File: src/rtl/call_return_unwinder_if.sv
// Request/response bundle between the stack processor control and the call/return unwinder.
// The master side issues CALL/RET requests; the slave side reports status and restored frames.
interface call_return_unwinder_if #(
  parameter int DATA_WIDTH = 8,
  parameter int ADDR_WIDTH = 12,
  parameter int DEPTH_LOG2 = 4
);
  logic                  call_req;
  logic                  ret_req;
  logic [ADDR_WIDTH-1:0] call_pc;
  logic [ADDR_WIDTH-1:0] call_tos;
  logic [DATA_WIDTH-1:0] ret_val_in;
  logic                  err_clr;

  logic                  busy;
  logic                  done;
  logic [ADDR_WIDTH-1:0] restore_pc;
  logic [ADDR_WIDTH-1:0] restore_tos;
  logic [DATA_WIDTH-1:0] ret_val_out;
  logic [DEPTH_LOG2:0]   depth;
  logic                  overflow;
  logic                  underflow;

  modport master (
    output call_req, ret_req, call_pc, call_tos, ret_val_in, err_clr,
    input  busy, done, restore_pc, restore_tos, ret_val_out, depth, overflow, underflow
  );

  modport slave (
    input  call_req, ret_req, call_pc, call_tos, ret_val_in, err_clr,
    output busy, done, restore_pc, restore_tos, ret_val_out, depth, overflow, underflow
  );
endinterface

File: src/rtl/call_return_unwinder.sv
// Sequences CALL (push {return PC, TOS}) and RET (pop and restore) over a synchronous-read
// frame stack, latching the return value and keeping sticky overflow/underflow flags.
module call_return_unwinder #(
  parameter int DATA_WIDTH = 8,
  parameter int ADDR_WIDTH = 12,
  parameter int DEPTH_LOG2 = 4
) (
  input logic clk,
  input logic reset,
  call_return_unwinder_if.slave bus
);

  localparam int FRAME_W = 2 * ADDR_WIDTH;
  localparam logic [DEPTH_LOG2:0] CAPACITY = {1'b1, {DEPTH_LOG2{1'b0}}};
  localparam logic [DEPTH_LOG2:0] SP_ONE   = {{DEPTH_LOG2{1'b0}}, 1'b1};

  typedef enum logic [1:0] {IDLE, RET_RD, RET_LOAD, DONE} state_t;

  state_t                 state;
  logic [DEPTH_LOG2:0]    sp;
  logic [FRAME_W-1:0]     mem [2**DEPTH_LOG2];
  logic [FRAME_W-1:0]     rd_data;
  logic [DATA_WIDTH-1:0]  held_val;
  logic [DATA_WIDTH-1:0]  ret_val_r;
  logic [ADDR_WIDTH-1:0]  restore_pc_r;
  logic [ADDR_WIDTH-1:0]  restore_tos_r;
  logic                   busy_r;
  logic                   done_r;
  logic                   overflow_r;
  logic                   underflow_r;

  logic                   full;
  logic                   empty;
  logic [DEPTH_LOG2-1:0]  sp_idx;
  logic                   push_ok;
  logic                   call_ovf;
  logic                   ret_unf;

  assign full     = (sp == CAPACITY);
  assign empty    = (sp == '0);
  assign sp_idx   = sp[DEPTH_LOG2-1:0];
  // CALL has priority, so a RET is only considered when call_req is low.
  assign push_ok  = (state == IDLE) && bus.call_req && !full;
  assign call_ovf = (state == IDLE) && bus.call_req && full;
  assign ret_unf  = (state == IDLE) && !bus.call_req && bus.ret_req && empty;

  // Frame storage is never reset; the read in RET_RD uses the already-decremented sp.
  always_ff @(posedge clk) begin
    if (!reset && push_ok)
      mem[sp_idx] <= {bus.call_pc, bus.call_tos};
    if (state == RET_RD)
      rd_data <= mem[sp_idx];
  end

  always_ff @(posedge clk) begin
    if (reset) begin
      state         <= IDLE;
      sp            <= '0;
      busy_r        <= 1'b0;
      done_r        <= 1'b0;
      held_val      <= '0;
      ret_val_r     <= '0;
      restore_pc_r  <= '0;
      restore_tos_r <= '0;
      overflow_r    <= 1'b0;
      underflow_r   <= 1'b0;
    end else begin
      done_r <= 1'b0;

      // A new error in the same cycle as err_clr leaves the flag set.
      if (call_ovf)
        overflow_r <= 1'b1;
      else if (bus.err_clr)
        overflow_r <= 1'b0;

      if (ret_unf)
        underflow_r <= 1'b1;
      else if (bus.err_clr)
        underflow_r <= 1'b0;

      case (state)
        IDLE: begin
          if (bus.call_req) begin
            if (!full)
              sp <= sp + SP_ONE;
            state  <= DONE;
            busy_r <= 1'b1;
            done_r <= 1'b1;
          end else if (bus.ret_req) begin
            busy_r <= 1'b1;
            if (!empty) begin
              sp       <= sp - SP_ONE;
              held_val <= bus.ret_val_in;
              state    <= RET_RD;
            end else begin
              state  <= DONE;
              done_r <= 1'b1;
            end
          end
        end
        RET_RD: begin
          state <= RET_LOAD;
        end
        RET_LOAD: begin
          {restore_pc_r, restore_tos_r} <= rd_data;
          ret_val_r <= held_val;
          state     <= DONE;
          done_r    <= 1'b1;
        end
        DONE: begin
          state  <= IDLE;
          busy_r <= 1'b0;
        end
        default: begin
          state  <= IDLE;
          busy_r <= 1'b0;
        end
      endcase
    end
  end

  assign bus.busy        = busy_r;
  assign bus.done        = done_r;
  assign bus.restore_pc  = restore_pc_r;
  assign bus.restore_tos = restore_tos_r;
  assign bus.ret_val_out = ret_val_r;
  assign bus.depth       = sp;
  assign bus.overflow    = overflow_r;
  assign bus.underflow   = underflow_r;

endmodule
File: src/flat_wrapper.sv
// flat-port wrapper written by rule: the top's interface ports become plain ports
module call_return_unwinder_flat 
#(
  parameter int DATA_WIDTH = 8,
  parameter int ADDR_WIDTH = 12,
  parameter int DEPTH_LOG2 = 4
)
  (clk, reset, bus_call_req, bus_ret_req, bus_call_pc, bus_call_tos, bus_ret_val_in, bus_err_clr, bus_busy, bus_done, bus_restore_pc, bus_restore_tos, bus_ret_val_out, bus_depth, bus_overflow, bus_underflow);
  call_return_unwinder_if #(.DATA_WIDTH(DATA_WIDTH), .ADDR_WIDTH(ADDR_WIDTH), .DEPTH_LOG2(DEPTH_LOG2)) bus_i ();
  input logic clk;
  input logic reset;
  input wire logic [$bits(bus_i.call_req)-1:0] bus_call_req;
  input wire logic [$bits(bus_i.ret_req)-1:0] bus_ret_req;
  input wire logic [$bits(bus_i.call_pc)-1:0] bus_call_pc;
  input wire logic [$bits(bus_i.call_tos)-1:0] bus_call_tos;
  input wire logic [$bits(bus_i.ret_val_in)-1:0] bus_ret_val_in;
  input wire logic [$bits(bus_i.err_clr)-1:0] bus_err_clr;
  output wire logic [$bits(bus_i.busy)-1:0] bus_busy;
  output wire logic [$bits(bus_i.done)-1:0] bus_done;
  output wire logic [$bits(bus_i.restore_pc)-1:0] bus_restore_pc;
  output wire logic [$bits(bus_i.restore_tos)-1:0] bus_restore_tos;
  output wire logic [$bits(bus_i.ret_val_out)-1:0] bus_ret_val_out;
  output wire logic [$bits(bus_i.depth)-1:0] bus_depth;
  output wire logic [$bits(bus_i.overflow)-1:0] bus_overflow;
  output wire logic [$bits(bus_i.underflow)-1:0] bus_underflow;
  assign bus_i.call_req = bus_call_req;
  assign bus_i.ret_req = bus_ret_req;
  assign bus_i.call_pc = bus_call_pc;
  assign bus_i.call_tos = bus_call_tos;
  assign bus_i.ret_val_in = bus_ret_val_in;
  assign bus_i.err_clr = bus_err_clr;
  assign bus_busy = bus_i.busy;
  assign bus_done = bus_i.done;
  assign bus_restore_pc = bus_i.restore_pc;
  assign bus_restore_tos = bus_i.restore_tos;
  assign bus_ret_val_out = bus_i.ret_val_out;
  assign bus_depth = bus_i.depth;
  assign bus_overflow = bus_i.overflow;
  assign bus_underflow = bus_i.underflow;
  call_return_unwinder #(.DATA_WIDTH(DATA_WIDTH), .ADDR_WIDTH(ADDR_WIDTH), .DEPTH_LOG2(DEPTH_LOG2)) u_core (.clk(clk), .reset(reset), .bus(bus_i));
endmodule
File: config.mk
export PLATFORM = sky130hd
export DESIGN_NAME = call_return_unwinder_flat
export DESIGN_NICKNAME = d
export VERILOG_FILES = /design/src/rtl/call_return_unwinder_if.sv /design/src/rtl/call_return_unwinder.sv /design/src/flat_wrapper.sv
export SDC_FILE = /design/constraint.sdc
export NUM_CORES = 1
export LEC_CHECK = 0
export CAP_MARGIN = 20
export CORE_ASPECT_RATIO = 1.1
export CORE_MARGIN = 10
export CORE_UTILIZATION = 62
export CTS_BUF_LIST = sky130_fd_sc_hd__clkbuf_2
export DETAILED_ROUTE_END_ITERATION = 10
export PLACE_DENSITY = 0.81
export SYNTH_ARGS = -nofsm -noshare
export SYNTH_HDL_FRONTEND = slang
export SYNTH_SLANG_ARGS = --single-unit
export TNS_END_PERCENT = 5
File: constraint.sdc
create_clock -name clk -period 4.95 [get_ports clk]
set_clock_uncertainty 0.2 [all_clocks]
set_input_delay 0.7425 -clock clk [delete_from_list [all_inputs] [get_ports clk]]
set_output_delay 0.7425 -clock clk [all_outputs]
set_load 0.01 [all_outputs]
# ---- Yosys cells after proc, flatten, opt, wreduce, memory -nomap -nowiden
# Memories as Yosys holds them, arrays and structs flattened. A register that Yosys moved wholly into a read port is not among the register bits.
# Index checks and enable logic that the tools add are counted.
dict set report op_classes {
  n_lt_le_gt_ge 0
  n_reduce_logical 19
  n_div 0
  n_addsub 2
  muxes 20
  n_eq_ne 7
  shifts 0
  bitwise 2
  multipliers 0
}
# operator n
set ops {}
lappend ops {{2-to-1 mux 5 bit} 4}
lappend ops {{2-to-1 mux 1 bit} 10}
lappend ops {{case mux 2 bit (4 select lines)} 1}
lappend ops {{AND reduction 4 bit} 2}
lappend ops {{nonzero test 2 bit} 4}
lappend ops {{logical AND 1 bit} 7}
lappend ops {{2-to-1 mux 2 bit} 3}
lappend ops {{adder 5 x 1 -> 5 bit, second input constant} 1}
lappend ops {{equality test 5 bit, second input constant} 1}
lappend ops {{zero test 5 bit} 1}
lappend ops {{subtractor 5 x 1 -> 5 bit, second input constant} 1}
lappend ops {{equality test 2 bit, second input constant} 2}
lappend ops {{inequality test 2 bit, second input constant} 2}
lappend ops {{case mux 1 bit (2 select lines)} 2}
lappend ops {{zero test 1 bit} 3}
lappend ops {{inequality test 3 bit, second input constant} 1}
lappend ops {{equality test 2 x 1 -> 1 bit, second input constant} 1}
lappend ops {{zero test 2 bit} 1}
lappend ops {{NOT 1 bit} 2}
lappend ops {{AND reduction 2 bit} 1}
dict set report totals {
  ramBits 384
  output_inout_bits 41
  latchBits 0
  n_memories 1
  reg_bits 51
  mem_bits_ro 0
  elab_cells 61
  input_bits 37
}
# name words word_bits read_ports rd_ports_with_merged_regs wr line_no
set memory_table {}
lappend memory_table {u_core.mem 16 24 1 1 1 call_return_unwinder.sv:21} ;# logic [FRAME_W-1:0] mem [2**DEPTH_LOG2];

# ---- Logic depth before layout (Yosys ltp)
dict set report logic_depth {
  word_depth 6
  ltp_mapped 7
  depth_no_buf 6
}

# ---- Least setup slack after synthesis
# Ideal clock, no wire load.
dict set report synth_path {
  kind {register to register}
  startpoint {reg u_core.sp[0] (netlist: u_core.bus.depth[0])}
  endpoint {mem u_core.mem[0][0] in the netlist's numbering, enable pin}
  required_ps 4284
  slack_ps 801
  period_less_slack_ps 4149
  setup_ps 466
  n_path_buf 2
  path_stages_with_launch 5
  arrival_ps 3483
  path_cell_list {dfxtp_1 > clkbuf_2 > or4_4 > buf_6 > nor4_1}
}
dict set report synth_via {
  elab_chain_len 6
}
# element line_no
set synth_rtl {}
lappend synth_rtl {{start, declared} call_return_unwinder.sv:20} ;# logic [DEPTH_LOG2:0] sp;
lappend synth_rtl {{start signal, assigned} call_return_unwinder.sv:85} ;# sp <= sp + SP_ONE;
lappend synth_rtl {{start signal, assigned} call_return_unwinder.sv:92} ;# sp <= sp - SP_ONE;
lappend synth_rtl {{equality test 5 bit} call_return_unwinder.sv:39} ;# assign full = (sp == CAPACITY);
lappend synth_rtl {{zero test 1 bit} call_return_unwinder.sv:43} ;# assign push_ok = (state == IDLE) && bus.call_req && !full;
lappend synth_rtl {{logical AND 1 bit} call_return_unwinder.sv:43}
lappend synth_rtl {{logical AND 1 bit} call_return_unwinder.sv:49} ;# if (!reset && push_ok)
lappend synth_rtl {{2-to-1 mux 1 bit} call_return_unwinder.sv:49}
lappend synth_rtl {{2-to-1 mux 1 bit (implied by the code)} call_return_unwinder.sv:50} ;# mem[sp_idx] <= {bus.call_pc, bus.call_tos};
lappend synth_rtl {{end, declared} call_return_unwinder.sv:21}
# Several ways; a longest one is shown, not always the timed one.

# ---- Worst setup path after layout
dict set report layout_path {
  startpoint {reg u_core.sp[1] (netlist: u_core.bus.depth[1])}
  endpoint {out bus_depth[1]}
}
# element line_no
set layout_lines {}
lappend layout_lines {{end, declared} flat_wrapper.sv:23} ;# output wire logic [$bits(bus_i.depth)-1:0] bus_depth;
# No word-level cell between the ends.

==> metrics.md <==
| Metric | Value |
|---|---|
| Fin. max-slew vios | `0` |
| Die outline width | `179 um` |
| Gr ovfl total | `0` |
| Clock Sinks | `459` |
| Hold_sp | `u_core.bus.overflow` |
| Critical Path Slowest Stage Cell | `dfxtp_4` |
| Wire per inst | `23.0 um` |
| Hold Crit Endpoint | `u_core.bus.overflow` |
| DP HPWL | `20.6 mm` |
| Max Cap Violations | `0` |
| CP cell instances | `clkdlybuf4s50_1` |
| Nets@finish | `1051` |
| Syn_area_per_cell | `20.3 um2` |
| CTS Buffer Depth | `3` |
| Fin Hold WS | `272 ps` |
| Outcome | `finished clean` |
| Initial antenna violation count | `1` |
| PwrDens | `463 nW/um2` |
| Post-CTS setup buffers | `0` |
| CP required | `4010 ps` |
| Clock Latency Late Sink | `890 ps` |
| Number of I/O port buffers | `77` |
| Yosys warning count | `0` |
| DRC Markers | `0` |
| Vias in the first global route | `9063` |
| Synthesis-stage register bit count | `459` |
| Sequential Power Share | `53.8%` |
| Initial core utilization | `62.5%` |
| Leakage power | `0.00637 uW` |
| I/O pin cnt | `78` |
| Worst-margin pin slew | `1080 ps` |
| Worst Setup End Kind | `primary output` |
| Top FF cell, synth | `edfxtp_1` |
| Clock power frac | `23.9%` |
| Largest net degree at the start of global routing | `66` |
| First-pass GRT wire length | `51.6 mm` |
| Sw Pwr | `2630 uW` |
| Asr flop ratio synth | `0%` |
| Area grow syn2layout | `12.5%` |
| Number of synthesized flops with an enable pin | `408` |
| Post-Syn Area | `17300 um2` |
| Vias per inst | `6.09` |
| Via count | `8776` |
| Setup Total Neg Slack | `0 ps` |
| # hold bufs at CTS | `0` |
| FILL cells | `1697` |
| CP Launch Type | `flip-flop` |
| Min cycle time layout | `3470 ps` |
| Hold path cells | `2` |
| HP Class | `reg -> reg` |
| Worst R2R End | `u_core.mem[11][16]` |
| Library cells used by synthesis | `43` |
| Total wire length | `33.2 mm` |
| CP Buf/Inv Count | `1` |
| CP arrival | `2520 ps` |
| R2R Path Start | `u_core.state[0]` |
| H-tree Lvls | `3` |
| Worst VDD drop | `0.307 mV` |
| 1st-pass router iterations | `5` |
| Count of final setup violators | `0` |
| GRT Total Usage | `19.2%` |
| Net Sw Frac | `29.2%` |
| Row cnt | `64` |
| Slew HR | `27.7%` |
| R2r setup slk | `1730 ps` |
| Synth Instances | `852` |
| Largest delay contributor family on the critical path | `flip-flops` |
| PnR worst setup slack | `1480 ps` |
| Combinational share of power | `22.3%` |
| Cts repair resizes | `0` |
| CP Class | `reg -> out` |
| Share of cells above drive strength 1 | `28.3%` |
| Period utilization | `70.0%` |
| RePlAce Congestion | `0.781` |
| Die area | `34900 um2` |
| Fmax | `0.289 GHz` |
| Worst Path Max Fanout | `65` |
| DR iter-0 viols | `824` |
| RSZ-0062 raised after global routing | `no` |
| Setup WS pre-CTS | `1210 ps` |
| Cts bufs inserted | `98` |
| Synthesized net count | `898` |
| Post-route ant nets | `0` |
| Post-synthesis sequential area ratio | `76.8%` |
| CP peak stage delay | `970 ps` |
| Pint | `6370 uW` |
| CTS tree | `done` |
| Hold Vio Cnt, Final | `0` |
| Reg clk slew, reported paths | `100 ps` |
| Core area | `27600 um2` |
| FF-to-FF path depth | `7` |
| Clk root buf | `clkbuf_2` |
| Die H | `195 um` |
[through the flow]
| stage | instance area (um2) | total power (uW) | util [%] | std cells |
|---|---|---|---|---|
| CTS | 19400 | 9060 | 70.2 | 1437 |
| detailed placement | 18500 | 6920 | 67.1 | 1266 |
| floorplan | 17300 | 6220 | - | 852 |
| global placement | 18500 | 6860 | 67.1 | 1266 |
| global route | 19400 | 9480 | 70.3 | 1440 |
| finish | 19400 | 9000 | 70.3 | 1440 |
[layer usage]
metal | track usage [%] | share of wire [%]
met1 | 26.8 | 40
met2 | 29.6 | 49
met3 | 4.57 | 9.0
met4 | 6.44 | 1.4
met5 | 0 | 0
[Yosys cell counts (2+ instances only)]
library cell / instances / area [um2]
a21oi_1: 10 / 50.1
a22oi_1: 48 / 360
a31o_2: 2 / 17.5
and2_1: 2 / 12.5
buf_1: 3 / 11.3
buf_2: 12 / 60.1
clkbuf_1: 31 / 116
dfxtp_1: 51 / 1020
edfxtp_1: 408 / 12300
ha_1: 8 / 100
inv_1: 5 / 18.8
mux2i_1: 40 / 400
mux4_2: 97 / 2180
nand2_1: 31 / 116
nand2b_1: 3 / 18.8
nand3_1: 3 / 15.0
nand3b_1: 2 / 15.0
nor2_1: 61 / 229
nor2b_1: 3 / 18.8
nor3_1: 4 / 20.0
nor4_1: 2 / 12.5
o21ai_0: 4 / 20.0
or3_1: 2 / 12.5
[cell families (layout without fill, tap and decap cells)]
family | count (synthesis) | in the layout | share of synthesized area, %
compound gates | 74 | 74 | 3.12
xor+xnor | 1 | 1 | 0.0507
fa+ha+maj | 9 | 9 | 0.695
buf+inv | 53 | 277 | 1.29
flops | 459 | 459 | 76.8
mux | 137 | 137 | 15.0
other cells | 0 | 1 | 0
simple gates | 119 | 119 | 3.06
[state kept, by name, indices dropped and copies added (netlist names), 2 cells and up]
register,flops
u_core.bus.ret_val_out,8
u_core.state,2
u_core.bus.depth,5
u_core.bus.restore_pc,12
u_core.rd_data,24
u_core.bus.restore_tos,12
u_core.mem,384
u_core.held_val,8
[how the worst max path moves through the flow]
stage	start	endpoint	slack, ps	depth (start not counted)
2_1_floorplan	u_core.bus.depth[0]	u_core.mem[0][0]	800	4
3_3_place_gp	bus_call_req	u_core.mem[11][15]	1270	6
3_5_place_dp	bus_call_req	u_core.mem[11][19]	1210	6
4_1_cts	u_core.bus.depth[0]	bus_depth[0]	1350	1
5_1_grt	u_core.bus.depth[0]	bus_depth[0]	1260	1
6_report	u_core.bus.depth[1]	bus_depth[1]	1480	1
[cell usage in the layout (no fill, tap or decap), drive strengths merged, types with 5 or more instances in the layout]
master,netlist,final
clkinv,0,22
edfxtp,408,408
o21ai,6,6
a21oi,11,11
clkbuf,32,145
mux4,97,97
buf,16,25
dfxtp,51,51
nor3,5,5
a22oi,48,48
nor2,61,61
clkdlybuf4s50,0,76
nand2,31,31
mux2i,40,40
ha,8,8
inv,5,6
[layout make-up]
cell class	count	area, um2	share of cell area (%)
sequential	459	13300	68.3
inverter	5	18.8	0.0966
multi-input combinational	340	3840	19.8
antenna	1	2.50	0.0129
clock inverter	26	133	0.683
tap	363	454	2.34
timing repair buffer	101	973	5.01
clock buffer	145	726	3.73
[power by group through the flow]
stage | combinational (uW) | sequential (uW) | clock [uW]
floorplan | 1450 | 4770 | 0
global placement | 1940 | 4920 | 0
detailed placement | 1990 | 4940 | 0
CTS | 1990 | 4850 | 2220
global route | 2170 | 4890 | 2420
finish | 2010 | 4840 | 2150
Power figures use the tool's default switching activity.
